`config.mk`:
```
export PLATFORM = sky130hd
export DESIGN_NAME = tcdm_bank_adapter_varlat_flat
export DESIGN_NICKNAME = d
export VERILOG_FILES = /design/src/rtl/tcdm_bank_pkg.sv /design/src/rtl/tcdm_bank_adapter_varlat_if.sv /design/src/rtl/tcdm_bank_resp_pipe.sv /design/src/rtl/tcdm_bank_adapter_varlat.sv /design/src/flat_wrapper.sv
export SDC_FILE = /design/constraint.sdc
export NUM_CORES = 1
export LEC_CHECK = 0
export BUFFER_PORTS_ARGS = -buffer_cell sky130_fd_sc_hd__buf_2
export CAP_MARGIN = 10
export CORE_AREA = 2 2 97 99
export CTS_BUF_LIST = sky130_fd_sc_hd__clkbuf_8
export DETAILED_ROUTE_END_ITERATION = 8
export DIE_AREA = 0 0 99 101
export PLACE_DENSITY = 0.54
export SKIP_LAST_GASP = 1
export SYNTH_ARGS = -nofsm -noshare
export SYNTH_HDL_FRONTEND = slang
export SYNTH_SLANG_ARGS = --single-unit
```
`constraint.sdc`:
```
create_clock -name clk_i -period 3.67 [get_ports clk_i]
set_input_delay 0.734 -clock clk_i [delete_from_list [all_inputs] [get_ports clk_i]]
set_output_delay 0.734 -clock clk_i [all_outputs]
set_load 0.1 [all_outputs]
```
`src/rtl/tcdm_bank_pkg.sv`:
```
// Shared types for the TCDM bank adapter: requester identity, response-pipe
// entry and the packed crossbar request word layout.
package tcdm_bank_pkg;

    localparam int unsigned PkgAddrWidth = 10;
    localparam int unsigned PkgDataWidth = 32;
    localparam int unsigned PkgBeWidth   = PkgDataWidth / 8;

    typedef enum logic {
        XBAR = 1'b0,
        EXT  = 1'b1
    } owner_e;

    typedef struct packed {
        logic   valid;
        owner_e owner;
        logic   is_write;
    } pipe_entry_t;

    // Crossbar request word, MSB first: {wen, be, addr, wdata}
    typedef struct packed {
        logic                    wen;
        logic [PkgBeWidth-1:0]   be;
        logic [PkgAddrWidth-1:0] addr;
        logic [PkgDataWidth-1:0] wdata;
    } xbar_req_t;

endpackage

```
`src/rtl/tcdm_bank_adapter_varlat_if.sv`:
```
// SRAM bank command/response bus between the bank adapter (master) and the
// memory macro (slave).
interface tcdm_bank_adapter_varlat_if #(
    parameter int unsigned AddrWidth = 10,
    parameter int unsigned DataWidth = 32,
    parameter int unsigned BeWidth   = DataWidth / 8
) ();

    logic                 req;
    logic                 we;
    logic [AddrWidth-1:0] addr;
    logic [BeWidth-1:0]   be;
    logic [DataWidth-1:0] wdata;
    logic [DataWidth-1:0] rdata;

    modport master (
        output req,
        output we,
        output addr,
        output be,
        output wdata,
        input  rdata
    );

    modport slave (
        input  req,
        input  we,
        input  addr,
        input  be,
        input  wdata,
        output rdata
    );

endinterface

```
`src/rtl/tcdm_bank_resp_pipe.sv`:
```
// Fixed-latency tracker for in-flight bank accesses; the entry presented at
// the output lines up with the SRAM read data of the same access.
module tcdm_bank_resp_pipe
    import tcdm_bank_pkg::*;
#(
    parameter int unsigned MemLatency = 1
) (
    input  logic        clk_i,
    input  logic        rst_i,
    input  pipe_entry_t in_i,
    output pipe_entry_t out_o
);

    pipe_entry_t [MemLatency-1:0] stage_d;
    pipe_entry_t [MemLatency-1:0] stage_q;

    always_comb begin
        stage_d    = stage_q;
        stage_d[0] = in_i;
        for (int unsigned i = 1; i < MemLatency; i++) begin
            stage_d[i] = stage_q[i-1];
        end
    end

    always_ff @(posedge clk_i) begin
        if (rst_i) begin
            stage_q <= '0;
        end else begin
            stage_q <= stage_d;
        end
    end

    assign out_o = stage_q[MemLatency-1];

endmodule

```
`src/rtl/tcdm_bank_adapter_varlat.sv`:
```
// Bank-side adapter: arbitrates crossbar vs external port onto one SRAM bank
// and routes responses back. Define TCDM_BANK_WRITE_RESP_EN to acknowledge writes.
module tcdm_bank_adapter_varlat
    import tcdm_bank_pkg::*;
#(
    parameter int unsigned AddrWidth   = 10,
    parameter int unsigned DataWidth   = 32,
    parameter int unsigned BeWidth     = DataWidth / 8,
    parameter int unsigned MemLatency  = 1,
    parameter int unsigned StarveLimit = 4
) (
    input  logic                                 clk_i,
    input  logic                                 rst_i,
    // crossbar target port
    input  logic                                 req_i,
    output logic                                 gnt_o,
    input  logic [BeWidth+AddrWidth+DataWidth:0] wdata_i,
    output logic                                 vld_o,
    output logic [DataWidth-1:0]                 rdata_o,
    // external (DMA) port
    input  logic                                 ext_req_i,
    output logic                                 ext_gnt_o,
    input  logic                                 ext_wen_i,
    input  logic [AddrWidth-1:0]                 ext_addr_i,
    input  logic [BeWidth-1:0]                   ext_be_i,
    input  logic [DataWidth-1:0]                 ext_wdata_i,
    output logic                                 ext_vld_o,
    output logic [DataWidth-1:0]                 ext_rdata_o,
    // SRAM bank
    tcdm_bank_adapter_varlat_if.master           mem
);

    localparam int unsigned StarveWidth = (StarveLimit > 0) ? $clog2(StarveLimit + 1) : 1;
    localparam logic [StarveWidth-1:0] StarveMax = StarveWidth'(StarveLimit);

    logic                 xbar_wen;
    logic [BeWidth-1:0]   xbar_be;
    logic [AddrWidth-1:0] xbar_addr;
    logic [DataWidth-1:0] xbar_wdata;

    logic [StarveWidth-1:0] starve_d;
    logic [StarveWidth-1:0] starve_q;
    logic                   starve_force;

    pipe_entry_t pipe_in;
    pipe_entry_t pipe_out;
    logic        deliver_rd;
    logic        deliver;

    assign xbar_wen   = wdata_i[BeWidth+AddrWidth+DataWidth];
    assign xbar_be    = wdata_i[AddrWidth+DataWidth +: BeWidth];
    assign xbar_addr  = wdata_i[DataWidth +: AddrWidth];
    assign xbar_wdata = wdata_i[DataWidth-1:0];

    // External port wins unless the crossbar has already lost StarveLimit cycles
    always_comb begin
        starve_force = (starve_q == StarveMax);
        gnt_o        = req_i & (~ext_req_i | starve_force);
        ext_gnt_o    = ext_req_i & ~gnt_o;
        starve_d     = '0;
        if (req_i && !gnt_o) begin
            starve_d = starve_force ? starve_q : starve_q + 1'b1;
        end
    end

    always_ff @(posedge clk_i) begin
        if (rst_i) begin
            starve_q <= '0;
        end else begin
            starve_q <= starve_d;
        end
    end

    always_comb begin
        mem.req   = gnt_o | ext_gnt_o;
        mem.we    = 1'b0;
        mem.addr  = '0;
        mem.be    = '0;
        mem.wdata = '0;
        pipe_in   = '0;
        if (gnt_o) begin
            mem.we         = xbar_wen;
            mem.addr       = xbar_addr;
            mem.be         = xbar_be;
            mem.wdata      = xbar_wdata;
            pipe_in.valid    = 1'b1;
            pipe_in.owner    = XBAR;
            pipe_in.is_write = xbar_wen;
        end else if (ext_gnt_o) begin
            mem.we         = ext_wen_i;
            mem.addr       = ext_addr_i;
            mem.be         = ext_be_i;
            mem.wdata      = ext_wdata_i;
            pipe_in.valid    = 1'b1;
            pipe_in.owner    = EXT;
            pipe_in.is_write = ext_wen_i;
        end
    end

    tcdm_bank_resp_pipe #(
        .MemLatency (MemLatency)
    ) u_resp_pipe (
        .clk_i (clk_i),
        .rst_i (rst_i),
        .in_i  (pipe_in),
        .out_o (pipe_out)
    );

    // Write acknowledges carry no data; rdata is only forwarded for reads
    always_comb begin
        deliver_rd = pipe_out.valid & ~pipe_out.is_write;
`ifdef TCDM_BANK_WRITE_RESP_EN
        deliver    = pipe_out.valid;
`else
        deliver    = deliver_rd;
`endif
        vld_o       = deliver & (pipe_out.owner == XBAR);
        ext_vld_o   = deliver & (pipe_out.owner == EXT);
        rdata_o     = (deliver_rd && pipe_out.owner == XBAR) ? mem.rdata : '0;
        ext_rdata_o = (deliver_rd && pipe_out.owner == EXT)  ? mem.rdata : '0;
    end

endmodule

```
`src/flat_wrapper.sv`:
```
// flat-port wrapper written by rule: the top's interface ports become plain ports
module tcdm_bank_adapter_varlat_flat import tcdm_bank_pkg::*;
#(
    parameter int unsigned AddrWidth   = 10,
    parameter int unsigned DataWidth   = 32,
    parameter int unsigned BeWidth     = DataWidth / 8,
    parameter int unsigned MemLatency  = 1,
    parameter int unsigned StarveLimit = 4
)
  (clk_i, rst_i, req_i, gnt_o, wdata_i, vld_o, rdata_o, ext_req_i, ext_gnt_o, ext_wen_i, ext_addr_i, ext_be_i, ext_wdata_i, ext_vld_o, ext_rdata_o, mem_req, mem_we, mem_addr, mem_be, mem_wdata, mem_rdata);
  tcdm_bank_adapter_varlat_if #(.AddrWidth(AddrWidth), .DataWidth(DataWidth), .BeWidth(BeWidth)) mem_i ();
  input  logic clk_i;
  input  logic rst_i;
  input  logic req_i;
  output logic gnt_o;
  input  logic [BeWidth+AddrWidth+DataWidth:0] wdata_i;
  output logic vld_o;
  output logic [DataWidth-1:0] rdata_o;
  input  logic ext_req_i;
  output logic ext_gnt_o;
  input  logic ext_wen_i;
  input  logic [AddrWidth-1:0] ext_addr_i;
  input  logic [BeWidth-1:0] ext_be_i;
  input  logic [DataWidth-1:0] ext_wdata_i;
  output logic ext_vld_o;
  output logic [DataWidth-1:0] ext_rdata_o;
  output wire logic [$bits(mem_i.req)-1:0] mem_req;
  output wire logic [$bits(mem_i.we)-1:0] mem_we;
  output wire logic [$bits(mem_i.addr)-1:0] mem_addr;
  output wire logic [$bits(mem_i.be)-1:0] mem_be;
  output wire logic [$bits(mem_i.wdata)-1:0] mem_wdata;
  input wire logic [$bits(mem_i.rdata)-1:0] mem_rdata;
  assign mem_req = mem_i.req;
  assign mem_we = mem_i.we;
  assign mem_addr = mem_i.addr;
  assign mem_be = mem_i.be;
  assign mem_wdata = mem_i.wdata;
  assign mem_i.rdata = mem_rdata;
  tcdm_bank_adapter_varlat #(.AddrWidth(AddrWidth), .DataWidth(DataWidth), .BeWidth(BeWidth), .MemLatency(MemLatency), .StarveLimit(StarveLimit)) u_core (.clk_i(clk_i), .rst_i(rst_i), .req_i(req_i), .gnt_o(gnt_o), .wdata_i(wdata_i), .vld_o(vld_o), .rdata_o(rdata_o), .ext_req_i(ext_req_i), .ext_gnt_o(ext_gnt_o), .ext_wen_i(ext_wen_i), .ext_addr_i(ext_addr_i), .ext_be_i(ext_be_i), .ext_wdata_i(ext_wdata_i), .ext_vld_o(ext_vld_o), .ext_rdata_o(ext_rdata_o), .mem(mem_i));
endmodule
```
# Word-level counts from Yosys, hierarchy flattened
# Cells that the tools add are included.
# W data, S select, Z words.
[word_totals]
regBits = 6
in_bits = 130
output_inout_bits = 116
elab_cells = 36
[op_classes]
n_addsub = 1
eq_ne = 1
n_mux = 12
bitwise_logic = 12
n_reduce_logical = 6
[op_table]
columns = ["op", "count"]
rows = [
  ["$mux W32", 4],
  ["$mux W10", 2],
  ["$mux W4", 2],
  ["$mux W3", 2],
  ["$and A1 B1 Y1", 5],
  ["$not A1 Y1", 5],
  ["$reduce_or A2 Y1", 2],
  ["$add A3 B1 Y3 const B", 1],
  ["$eq A3 B3 Y1 const B", 1],
  ["$logic_and A1 B1 Y1", 3],
  ["$mux W1", 2],
  ["$or A1 B1 Y1", 2],
  ["$logic_not A1 Y1", 1],
]

# Depth between registers and ports, before layout
# Gate-level depths: netlist of run 1.
[logic_depth]
word_depth = 7
mapped_depth = 7
depth_no_buf = 4

# Modules after synthesis
# Synthesis of run 1 repeated with hierarchy kept, for this count alone.
[unflattened]
hier_cells = 303
area_unflattened_um2 = 1517.7
[modules_own_cells]
columns = ["module", "n_inst", "cells_per_inst", "area_each_um2", "seq_area_each_um2"]
rows = [
  ["tcdm_bank_adapter_varlat", 1, 297, 1438.9, 60.1],
  ["tcdm_bank_resp_pipe", 1, 6, 78.8, 60.1],
]

# Worst setup path before layout of run 1
# No wires, ideal clock.
[synth_timing]
path_type = "input to output"
from = "in ext_req_i"
to = "out mem_wdata[24]"
arrival_ns = 2.841
required_ns = 2.936
setup_slack_ns = 0.095
stages = 5
path_buffers = 3
cell_sequence = "buf_2 > a21boi_2 > buf_2 > buf_4 > o22ai_1"
[synth_between]
elab_chain_cells = 7
[synth_lines]
columns = ["item", "line", "source"]
rows = [
  ["start, declared", "flat_wrapper.sv:19", "input logic ext_req_i;"],
  ["$not A1 Y1", "tcdm_bank_adapter_varlat.sv:58", "gnt_o = req_i & (~ext_req_i | starve_force);"],
  ["$or A1 B1 Y1", "tcdm_bank_adapter_varlat.sv:58", ""],
  ["$and A1 B1 Y1", "tcdm_bank_adapter_varlat.sv:58", ""],
  ["$not A1 Y1", "tcdm_bank_adapter_varlat.sv:59", "ext_gnt_o = ext_req_i & ~gnt_o;"],
  ["$and A1 B1 Y1", "tcdm_bank_adapter_varlat.sv:59", ""],
  ["$mux W32", "tcdm_bank_adapter_varlat.sv:89", "end else if (ext_gnt_o) begin"],
  ["$mux W32 *", "tcdm_bank_adapter_varlat.sv:81", "if (gnt_o) begin"],
  ["end, declared", "flat_wrapper.sv:31", "output wire logic [$bits(mem_i.wdata)-1:0] mem_wdata;"],
]
# Mark *: on every way between the ends. The rest lies on a longest branch, timed or not.

# Worst setup path in the final report of run 1
[layout_timing]
from = "in ext_req_i"
to = "out mem_wdata[13]"
# The elaborated chain is that of the path after synthesis.

==> summary.txt, run 1 <==
STA
  – Pins Over Slew Limit: 0
  – Fmax: 0.338 GHz
  – RSZ-0062 raised after global routing: no
  – Fin Hold WS: 0.454 ns
  – Final Hold Viols: 0
  – Setup violations, final: 0
  – Post-route minimum period: 2.96 ns
  – Measured slew at the worst slew-check pin: 0.768 ns
  – Setup TNS Final: 0 ns
  – Tcrit/Tclk final: 0.805
  – Slew headroom: 0.488
  – Final Skew: 0.00304 ns

Global route
  – Vias in the first global route: 2278
  – Total GRT Usage: 0.136
  – Initial antenna violation count: 0
  – Wire length of the first global-routing pass: 11.0 mm
  – Largest net degree at the start of global routing: 39
  – Gr ovfl total: 0

Clocking
  – Post-CTS Setup Bufs: 0
  – H-tree Lvls: 1
  – Clock tree buffer depth: 2
  – # resized after CTS: 0
  – CTS tree: yes
  – Cts bufs inserted: 3
  – Root buffer cell: clkbuf_8
  – CTS Hold Buffers Added: 0
  – Clock slew at reported path FFs: 0.04 ns
  – Clk_lat worst skew: 0.22 ns
  – Clock Sinks: 6

Hold path
  – Worst hold path type: register to register
  – HP Start: u_core.starve_q[0]

Setup path
  – CP Buf/Inv Count: 3
  – Top Family by Delay on Critical Path: buffers and inverters
  – Critical Path Fanout Max: 37
  – Worst path slowest cell: buf_4
  – Critical path's largest stage delay: 0.38 ns
  – Startpoint types: input pin
  – CP Cell Sequence: buf_2 -> a21boi_4 -> buf_4 -> o22ai_1 -> buf_2
  – R2R Path Start: u_core.starve_q[0]
  – Crit path DAT: 2.22 ns
  – Crit end category: primary output
  – Critical Path RT: 2.94 ns
  – Cell mode on critical path: buf_2
  – Critical path type: input pin to primary output
  – CP Launch Point: ext_req_i

Pwr
  – Leak pwr: 1.74 nW
  – Internal Pwr Total: 0.283 mW
  – Pwr Density: 320 mW/mm^2
  – Seq pwr share: 0.075
  – Peak VDD IR: 0.111 mV
  – Clock share of power: 0.106
  – Switching part of the total: 0.694
  – Switch Pwr: 0.640 mW
  – Power Total: 0.923 mW
  – Combinational power share: 0.818

Synthesis
  – Post-synthesis cell type count: 26
  – Synth area leaders: and2_1 26%, nand2_1 23%, o22ai_1 15%
  – Main synth FF type: dfxtp_1
  – Synth warn: 0
  – Post-synth EDFFs: 0
  – Leading area contributor after synthesis: and2_1
  – Synth top area share: 0.260
  – Cell with the most instances after synthesis: nand2_1
  – Commonest cells post-synth: 94 x nand2_1, 64 x and2_1, 37 x o22ai_1
  – Seq/Total Area, Yosys: 0.0780
  – Synthesized area per cell: 5.85 sq um
  – Yosys reg bits: 6
  – Syn Inst Count: 263
  – Syn_nets: 395
  – Post-Syn Area: 0.00154 sq mm
  – Fraction of registers with async set/reset: 0

Placed design
  – DP Cell Count: 597
  – Port-buffer cells: 245
  – RePlAce Congestion: 0.789
  – Detailed placement HPWL: 6.38 mm

Floorplan
  – Core area: 0.00898 sq mm
  – Die Wd: 99 um
  – Site Rows: 35
  – DIE AREA: 0.0100 sq mm
  – Starting density of the core: 0.171
  – Die Span Y: 101 um
  – I/O pin count: 246

Drt
  – Final wirelength: 7.69 mm
  – DRT antenna net count: 0
  – Drt first pass iters: 4
  – Max layer used: met4
  – Metal3 WL: 937 um
  – DR iter-0 viols: 54
  – Met1 wire length: 2.54 mm
  – WL met2: 4.18 mm
  – Drt wl/cell: 12.8 um
  – Total number of vias: 2624
  – Vias/cell: 4.37
  – DRC: 0

Layout
  – # diodes: 0
  – Fillers: 999
  – Layout area overhead: 87.1%
  – Final Core Density: 0.321
  – Final Non-Filler Cells: 600
  – Final net count: 623
  – Share of cells above drive strength 1: 0.552

Outcome
  – Status: complete, no violations

Flow run
  – MaxCap Viol Count: 0
[power groups by stage]
stage          Sequential [mW]  Clock (mW)  Combinational, mW
6_report                0.0696      0.0981              0.755
5_1_grt                 0.0699       0.104              0.787
4_1_cts                 0.0696      0.0989              0.760
3_5_place_dp            0.0706           0              0.759
3_3_place_gp            0.0705           0              0.756
2_1_floorplan           0.0703           0              0.604
[flip-flops by register name, indices dropped and copies added (netlist names)]
register                  flops
u_core.starve_q               3
u_core.u_resp_pipe.out_o      3
[final cells by class]
| type | instances | area (sq um) | share of cell area |
|---|---|---|---|
| timing repair buffer | 252 | 1290 | 0.449 |
| inverter | 4 | 15.0 | 0.00522 |
| multi-input combinational | 224 | 1270 | 0.442 |
| tap | 111 | 139 | 0.0482 |
| sequential | 6 | 120 | 0.0417 |
| clock buffer | 3 | 41.3 | 0.0143 |
[metrics by stage]
stage               worst slack, ns  instance area, sq um
floorplan                    0.0948                  1540
global placement              0.714                  2840
detailed placement            0.689                  2840
CTS                           0.687                  2880
global route                  0.606                  2880
finish                        0.714                  2880
[final timing paths]
path                            slack, ns  cells after the start                          end
worst min register to register       0.45                      1           u_core.starve_q[0]
worst min-delay path                 0.45                      1           u_core.starve_q[0]
worst max register to register       2.05                      5  u_core.u_resp_pipe.out_o[0]
worst max-delay path                 0.71                      5                mem_wdata[13]
[cell families (layout without fill, tap and decap cells)]
family,Yosys count,in the layout,share of synthesized area
flip-flops,6,6,0.0781
AO/OA/AOI/OAI,53,53,0.263
buffers and inverters,33,259,0.101
adder cells (fa/ha/maj),2,2,0.0163
AND/OR/NAND/NOR,169,169,0.541
[layer usage]
metal	vias up	track usage
met2	148	0.271
li1	1323	-
met4	0	0.0253
met3	2	0.0479
met1	1151	0.137
met5	-	0
[placed cells by master (no fill, tap or decap), types with 2 or more instances in the layout]
master | Yosys | final
dfxtp_1 | 6 | 6
clkbuf_8 | 0 | 3
buf_2 | 9 | 245
a211oi_1 | 2 | 2
buf_4 | 1 | 6
nand3b_1 | 2 | 2
o22ai_2 | 10 | 10
and2_1 | 64 | 64
nor2b_1 | 2 | 2
nand2_1 | 94 | 94
o22ai_1 | 37 | 37
ha_1 | 2 | 2
inv_1 | 4 | 4
Power figures use the tool's default switching activity.
==> inputs of run 2 (changes only) <==
- CORE_AREA: 2 2 97 99 -> 2 2 96 98
- DIE_AREA: 0 0 99 101 -> 0 0 98 100
- PLACE_DENSITY: 0.54 -> 0.56
- clock period: 3.67 -> 2.7 ns (I/O delays scaled with it)
==> summary.txt, run 2 (synthesis results as in run 1) <==
Flow run
  – MaxCap Viol Count: 0 (unchanged)

STA
  – Setup TNS Final: 0 ns (unchanged)
  – Pins Over Slew Limit: 0 (unchanged)
  – Fmax: 0.388 GHz
  – Final Skew: 0.0000695 ns (was 0.00304 ns)
  – RSZ-0062 raised after global routing: yes (was no)
  – Measured slew at the worst slew-check pin: 0.506 ns (was 0.768 ns)
  – Tcrit/Tclk final: 0.955
  – Post-route minimum period: 2.58 ns
  – Final Hold Viols: 0 (unchanged)
  – Slew headroom: 0.665 (was 0.488)
  – Setup violations, final: 0 (unchanged)

Drt
  – Drt first pass iters: 4 (unchanged)
  – DRC: 0 (unchanged)
  – Total number of vias: 2664 (was 2624)
  – DR iter-0 viols: 67 (was 54)
  – Drt wl/cell: 12.8 um (about the same)
  – Vias/cell: 4.41 (was 4.37)
  – DRT antenna net count: 0 (unchanged)
  – Final wirelength: 7.74 mm (was 7.69 mm)

Clocking
  – Cts bufs inserted: 3 (unchanged)
  – Root buffer cell: clkbuf_8 (unchanged)
  – H-tree Lvls: 1 (unchanged)
  – Clk_lat worst skew: 0.22 ns (about the same)
  – CTS tree: yes (unchanged)
  – Post-CTS Setup Bufs: 0 (unchanged)
  – Clock Sinks: 6 (unchanged)
  – Clock tree buffer depth: 2 (unchanged)
  – Clock slew at reported path FFs: 0.03 ns (was 0.04 ns)

Global route
  – Largest net degree at the start of global routing: 35 (was 39)
  – Vias in the first global route: 2410 (was 2278)
  – Initial antenna violation count: 0 (unchanged)
  – Wire length of the first global-routing pass: 11.5 mm (was 11.0 mm)
  – Gr ovfl total: 0 (unchanged)
  – Total GRT Usage: 0.140 (was 0.136)

Floorplan
  – Starting density of the core: 0.173 (was 0.171)
  – Site Rows: 35 (unchanged)
  – Die Wd: 98 um (was 99 um)
  – I/O pin count: 246 (unchanged)
  – Core area: 0.00889 sq mm (was 0.00898 sq mm)
  – DIE AREA: 0.00980 sq mm (was 0.0100 sq mm)
  – Die Span Y: 100 um (was 101 um)

Placed design
  – Detailed placement HPWL: 6.44 mm (was 6.38 mm)
  – RePlAce Congestion: 0.787 (was 0.789)
  – Port-buffer cells: 245 (unchanged)

Setup path
  – CP Cell Sequence: inv_1 -> ha_1 -> and3_2 -> buf_4 -> o22ai_1 -> clkbuf_4 (was buf_2 -> a21boi_4 -> buf_4 -> o22ai_1 -> buf_2)
  – Worst path slowest cell: clkbuf_4 (was buf_4)
  – Critical path's largest stage delay: 0.36 ns (was 0.38 ns)
  – Startpoint types: register (was input pin)
  – Reg2reg setup slack: 1.24 ns (was 2.05 ns)
  – Crit path DAT: 2.04 ns (was 2.22 ns)
  – Crit end category: primary output (unchanged)
  – Critical Path RT: 2.16 ns (was 2.94 ns)
  – Critical Path Fanout Max: 33 (was 37)
  – Critical path type: register to primary output (was input pin to primary output)

Pwr
  – Leak pwr: 1.94 nW (was 1.74 nW)
  – Pwr Density: 383 mW/mm^2 (was 320 mW/mm^2)
  – Peak VDD IR: 0.153 mV (was 0.111 mV)
  – Power Total: 1.38 mW (was 0.923 mW)

Layout
  – # diodes: 0 (unchanged)
  – Layout area overhead: 134% (was 87.1%)
  – Final net count: 627 (was 623)
  – Commonest cells after routing, fill and taps aside: 181 x buf_2, 94 x nand2_1, 64 x and2_1 (was 245 x buf_2, 94 x nand2_1, 64 x and2_1)
  – Leading cell type in the layout, fill and taps excluded: buf_2 (unchanged)
  – Share of cells above drive strength 1: 0.604 (was 0.552)

Outcome
  – Status: complete, no violations (unchanged)

Hold path
  – Worst hold path type: register to register (unchanged)
run 2: changes by cell type in the layout (fill, tap and decap cells not counted):
cell / change
buf_2: -64
nor2_2: +1
buf_4: +4
o22ai_1: -23
nor2_1: -1
buf_12: +31
o22ai_2: +23
clkbuf_4: +33
run 2: stage by stage:
step           cell area (sq um)  hold slack (ns)  std cells  worst slack (ns)   util
4_1_cts                     3520            0.477        604            0.0218  0.396
2_1_floorplan               1690            0.422        263            -0.487      -
6_report                    3600            0.468        604             0.121  0.405
3_3_place_gp                3480            0.439        601             0.324  0.391
3_5_place_dp                3480            0.469        601             0.263  0.391
5_1_grt                     3600            0.506        604           0.00317  0.405
run 2: repair_timing:
action,CTS,global route
gates resized for setup,0,33
hold buffers,0,0
setup endpoints to repair,0,33
hold endpoints to repair,0,0
run 2: critical path: cells and delay by family, from the launching register on:
kind,cells,cell delay [ns]
buffers and inverters,3,0.68
flip-flops,1,0.35
AO/OA/AOI/OAI,1,0.23
adder cells (fa/ha/maj),1,0.28
AND/OR/NAND/NOR,1,0.25
run 2: worst paths after layout:
kind,start,endpoint,cells after the start
max,u_core.starve_q[0],mem_wdata[27],6
min,u_core.starve_q[0],u_core.starve_q[0],1
max reg2reg,u_core.starve_q[0],u_core.u_resp_pipe.out_o[0],5
min reg2reg,u_core.starve_q[0],u_core.starve_q[0],1
run 2: layout make-up:
| class | instances | area, sq um |
|---|---|---|
| inverter | 4 | 15.0 |
| timing repair buffer | 256 | 1870 |
| sequential | 6 | 120 |
| multi-input combinational | 224 | 1420 |
| clock buffer | 3 | 41.3 |
| tap | 111 | 139 |
| fill | 912 | 5290 |
run 2: power by group:
group	leakage (nW)	switching (mW)	total (mW)	internal (mW)
clock network	0.0216	0.0334	0.129	0.0953
logic	1.86	0.856	1.16	0.300
registers	0.0493	0.00182	0.0946	0.0928
run 2: per-layer routing:
metal | up-vias | share of wire | GRT usage | wire (um)
met5 | - | 0 | 0 | 0
met4 | 0 | 0.0059 | 0.0160 | 46
met3 | 4 | 0.096 | 0.0355 | 742
met2 | 145 | 0.53 | 0.273 | 4120
met1 | 1179 | 0.37 | 0.158 | 2830
li1 | 1336 | - | - | -
==> inputs of run 3 (changes only) <==
- ABC_AREA: not set -> 1
- CORE_AREA: 2 2 96 98 -> 2 2 95 97
- DIE_AREA: 0 0 98 100 -> 0 0 97 99
- PLACE_DENSITY: 0.56 -> 0.55
==> summary.txt, run 3 <==
Placed design
  – Placed inst area: 0.00348 sq mm (about the same)
  – RePlAce Congestion: 0.874 (was 0.787)
  – Worst slack, placed: 0.533 ns (was 0.263 ns)
  – Port-buffer cells: 245 (unchanged)
  – Detailed placement HPWL: 5.62 mm (was 6.44 mm)

Setup path
  – Reg2reg setup slack: 1.60 ns (was 1.24 ns)
  – Top Family by Delay on Critical Path: simple AND/OR/NAND/NOR gates (was buffers and inverters)
  – Crit path DAT: 1.85 ns (was 2.04 ns)
  – Crit end category: primary output (unchanged)
  – Critical path type: register to primary output (unchanged)
  – Reg2Reg Depth: 7 (was 5)
  – Critical Path Fanout Max: 47 (was 33)
  – R2R Path Start: u_core.starve_q[0] (unchanged)
  – CP Cell Sequence: inv_1 -> ha_1 -> nand2_2 -> nand2_2 -> nand2_2 -> nand2_1 -> inv_2 -> buf_12 -> nand2_1 -> nand2_1 -> buf_12 (was inv_1 -> ha_1 -> and3_2 -> buf_4 -> o22ai_1 -> clkbuf_4)
  – Critical path's largest stage delay: 0.34 ns (was 0.36 ns)
  – Worst path slowest cell: dfxtp_1 (was clkbuf_4)
  – Critical Path RT: 2.16 ns (about the same)
  – Reg-to-Reg End: u_core.u_resp_pipe.out_o[0] (unchanged)
  – Startpoint types: register (unchanged)
  – CP Buf/Inv Count: 4 (was 3)

STA
  – Fin Hold WS: 0.448 ns (was 0.468 ns)
  – Setup TNS Final: 0 ns (unchanged)
  – Final worst slack: 0.309 ns (was 0.121 ns)
  – Slew headroom: 0.660 (was 0.665)
  – Final Skew: 0.00156 ns (was 0.0000695 ns)
  – Tcrit/Tclk final: 0.886 (was 0.955)
  – Fmax: 0.418 GHz (was 0.388 GHz)
  – RSZ-0062 raised after global routing: no (was yes)
  – Setup violations, final: 0 (unchanged)
  – Final Hold Viols: 0 (unchanged)
  – Post-route minimum period: 2.39 ns (was 2.58 ns)
  – Pins Over Slew Limit: 0 (unchanged)
  – Measured slew at the worst slew-check pin: 0.510 ns (was 0.506 ns)

Clocking
  – CTS Hold Buffers Added: 0 (unchanged)
  – H-tree Lvls: 1 (unchanged)
  – Clk_lat worst skew: 0.22 ns (about the same)
  – CTS tree: yes (unchanged)
  – Root buffer cell: clkbuf_8 (unchanged)
  – Cts bufs inserted: 3 (unchanged)
  – # resized after CTS: 0 (unchanged)
  – Clock Sinks: 6 (unchanged)
  – Clock tree buffer depth: 2 (unchanged)
  – Post-CTS Setup Bufs: 0 (unchanged)
  – Clock slew at reported path FFs: 0.03 ns (about the same)

Synthesis
  – Yosys reg bits: 6 (unchanged)
  – XOR/XNOR share of the synthesized area: 0.00658 (was 0)
  – Leading area contributor after synthesis: nand2_1 (was and2_1)
  – Syn Inst Count: 290 (was 263)
  – Synth Area in Adders: 0.0188 (was 0.0163)
  – Synth Area in Simple Gates: 0.650 (was 0.541)
  – Syn_nets: 422 (was 395)
  – Fraction of registers with async set/reset: 0 (unchanged)
  – Commonest cells post-synth: 133 x nand2_1, 69 x nor2_1, 41 x inv_1 (was 94 x nand2_1, 64 x and2_1, 37 x o22ai_1)
  – Synth top area share: 0.375 (was 0.260)
  – Post-Syn Area: 0.00133 sq mm (was 0.00154 sq mm)
  – Main synth FF type: dfxtp_1 (unchanged)
  – Mux contribution to synthesized area: 0 (unchanged)
  – Dominant combinational cell family by area after synthesis: simple AND/OR/NAND/NOR gates (unchanged)
  – Post-synthesis cell type count: 18 (was 26)
  – Seq/Total Area, Yosys: 0.0902 (was 0.0780)
  – Synth area leaders: nand2_1 37%, nor2_1 19%, inv_1 12% (was and2_1 26%, nand2_1 23%, o22ai_1 15%)
  – Post-synth EDFFs: 0 (unchanged)
  – Synth Area in Compound Gates: 0.0113 (was 0.263)
  – Cell with the most instances after synthesis: nand2_1 (unchanged)
  – Synthesized area per cell: 4.59 sq um (was 5.85 sq um)
  – Synth warn: 0 (unchanged)

Outcome
  – Status: complete, no violations (unchanged)

Drt
  – DRC: 0 (unchanged)
  – Drt first pass iters: 4 (unchanged)
  – Final wirelength: 6.45 mm (was 7.74 mm)
  – Drt wl/cell: 10.2 um (was 12.8 um)
  – DRT antenna net count: 0 (unchanged)
  – DR iter-0 viols: 36 (was 67)
  – Total number of vias: 2419 (was 2664)
  – Vias/cell: 3.82 (was 4.41)

Layout
  – Commonest cells after routing, fill and taps aside: 193 x buf_2, 133 x nand2_1, 54 x buf_12 (was 181 x buf_2, 94 x nand2_1, 64 x and2_1)
  – Layout area overhead: 165% (was 134%)
  – Fillers: 864 (was 912)
  – Share of cells above drive strength 1: 0.568 (was 0.604)
  – # diodes: 0 (unchanged)
  – Final net count: 660 (was 627)
  – Leading cell type in the layout, fill and taps excluded: buf_2 (unchanged)
  – Design Area, Final: 0.00352 sq mm (was 0.00360 sq mm)

Global route
  – Total GRT Usage: 0.122 (was 0.140)
  – Initial antenna violation count: 0 (unchanged)
  – Largest net degree at the start of global routing: 48 (was 35)
  – Vias in the first global route: 2317 (was 2410)
  – Wire length of the first global-routing pass: 10.2 mm (was 11.5 mm)
  – Gr ovfl total: 0 (unchanged)

Floorplan
  – Site Rows: 34 (was 35)
  – Starting density of the core: 0.156 (was 0.173)
  – Die Span Y: 99 um (was 100 um)
  – Die Wd: 97 um (was 98 um)
  – Core area: 0.00855 sq mm (was 0.00889 sq mm)
  – I/O pin count: 246 (unchanged)
  – DIE AREA: 0.00960 sq mm (was 0.00980 sq mm)

Hold path
  – Worst hold stages: 1 (unchanged)
  – HP Start: u_core.starve_q[0] (unchanged)
  – Hold Path End: u_core.starve_q[0] (unchanged)
  – Worst hold path type: register to register (unchanged)

Pwr
  – Peak VDD IR: 0.306 mV (was 0.153 mV)
  – Leak pwr: 2.21 nW (was 1.94 nW)
  – Pwr Density: 419 mW/mm^2 (was 383 mW/mm^2)

Flow run
  – MaxCap Viol Count: 0 (unchanged)
run 3: metal layers:
| layer | track usage | wire length, um | vias to the layer above | part of all wire |
|---|---|---|---|---|
| met5 | 0 | 0 | - | 0 |
| met4 | 0.0282 | 108 | 0 | 0.017 |
| met3 | 0.0305 | 599 | 10 | 0.093 |
| met2 | 0.247 | 3430 | 123 | 0.53 |
| met1 | 0.125 | 2310 | 991 | 0.36 |
| li1 | - | - | 1295 | - |
run 3: worst max path at each step:
| stage | start | end | slack (ns) | depth (start not counted) |
|---|---|---|---|---|
| final | u_core.starve_q[0] | mem_addr[2] | 0.31 | 11 |
| after global routing | u_core.starve_q[0] | mem_addr[2] | 0.15 | 11 |
| after CTS | u_core.starve_q[0] | mem_addr[2] | 0.29 | 11 |
| after detailed placement | u_core.starve_q[0] | mem_addr[2] | 0.53 | 11 |
| after global placement | ext_req_i | mem_be[3] | 0.54 | 9 |
| after floorplan | u_core.u_resp_pipe.out_o[1] | rdata_o[0] | -0.29 | 4 |
run 3: report_power, final:
part | internal [mW] | switching (mW)
clock network | 0.0954 | 0.0344
logic | 0.358 | 0.894
registers | 0.0927 | 0.00240
total | 0.546 | 0.930
run 3: cell type report:
class / instances / area, sq um / share of cell area
clock buffers: 3 / 41.3 / 0.0117
repair buffers: 249 / 2060 / 0.585
multi-input cells: 226 / 1010 / 0.286
flip-flops and latches: 6 / 120 / 0.0341
well taps: 108 / 135 / 0.0384
inverters: 42 / 158 / 0.0448
run 3: kinds of logic (layout without fill, tap and decap cells):
family / after synthesis / in the layout
and+or+nand+nor: 220 / 220
DFF: 6 / 6
adders and majority gates: 2 / 2
xor gates and xnor gates: 1 / 1
AOI/OAI and AO/OA: 3 / 3
buffers and inverters: 58 / 294
run 3: stage by stage:
step | utilization | instances | total power [mW]
2_1_floorplan | - | 290 | 0.942
3_3_place_gp | 0.407 | 631 | 1.35
3_5_place_dp | 0.407 | 631 | 1.35
4_1_cts | 0.412 | 634 | 1.49
5_1_grt | 0.412 | 634 | 1.53
6_report | 0.412 | 634 | 1.48
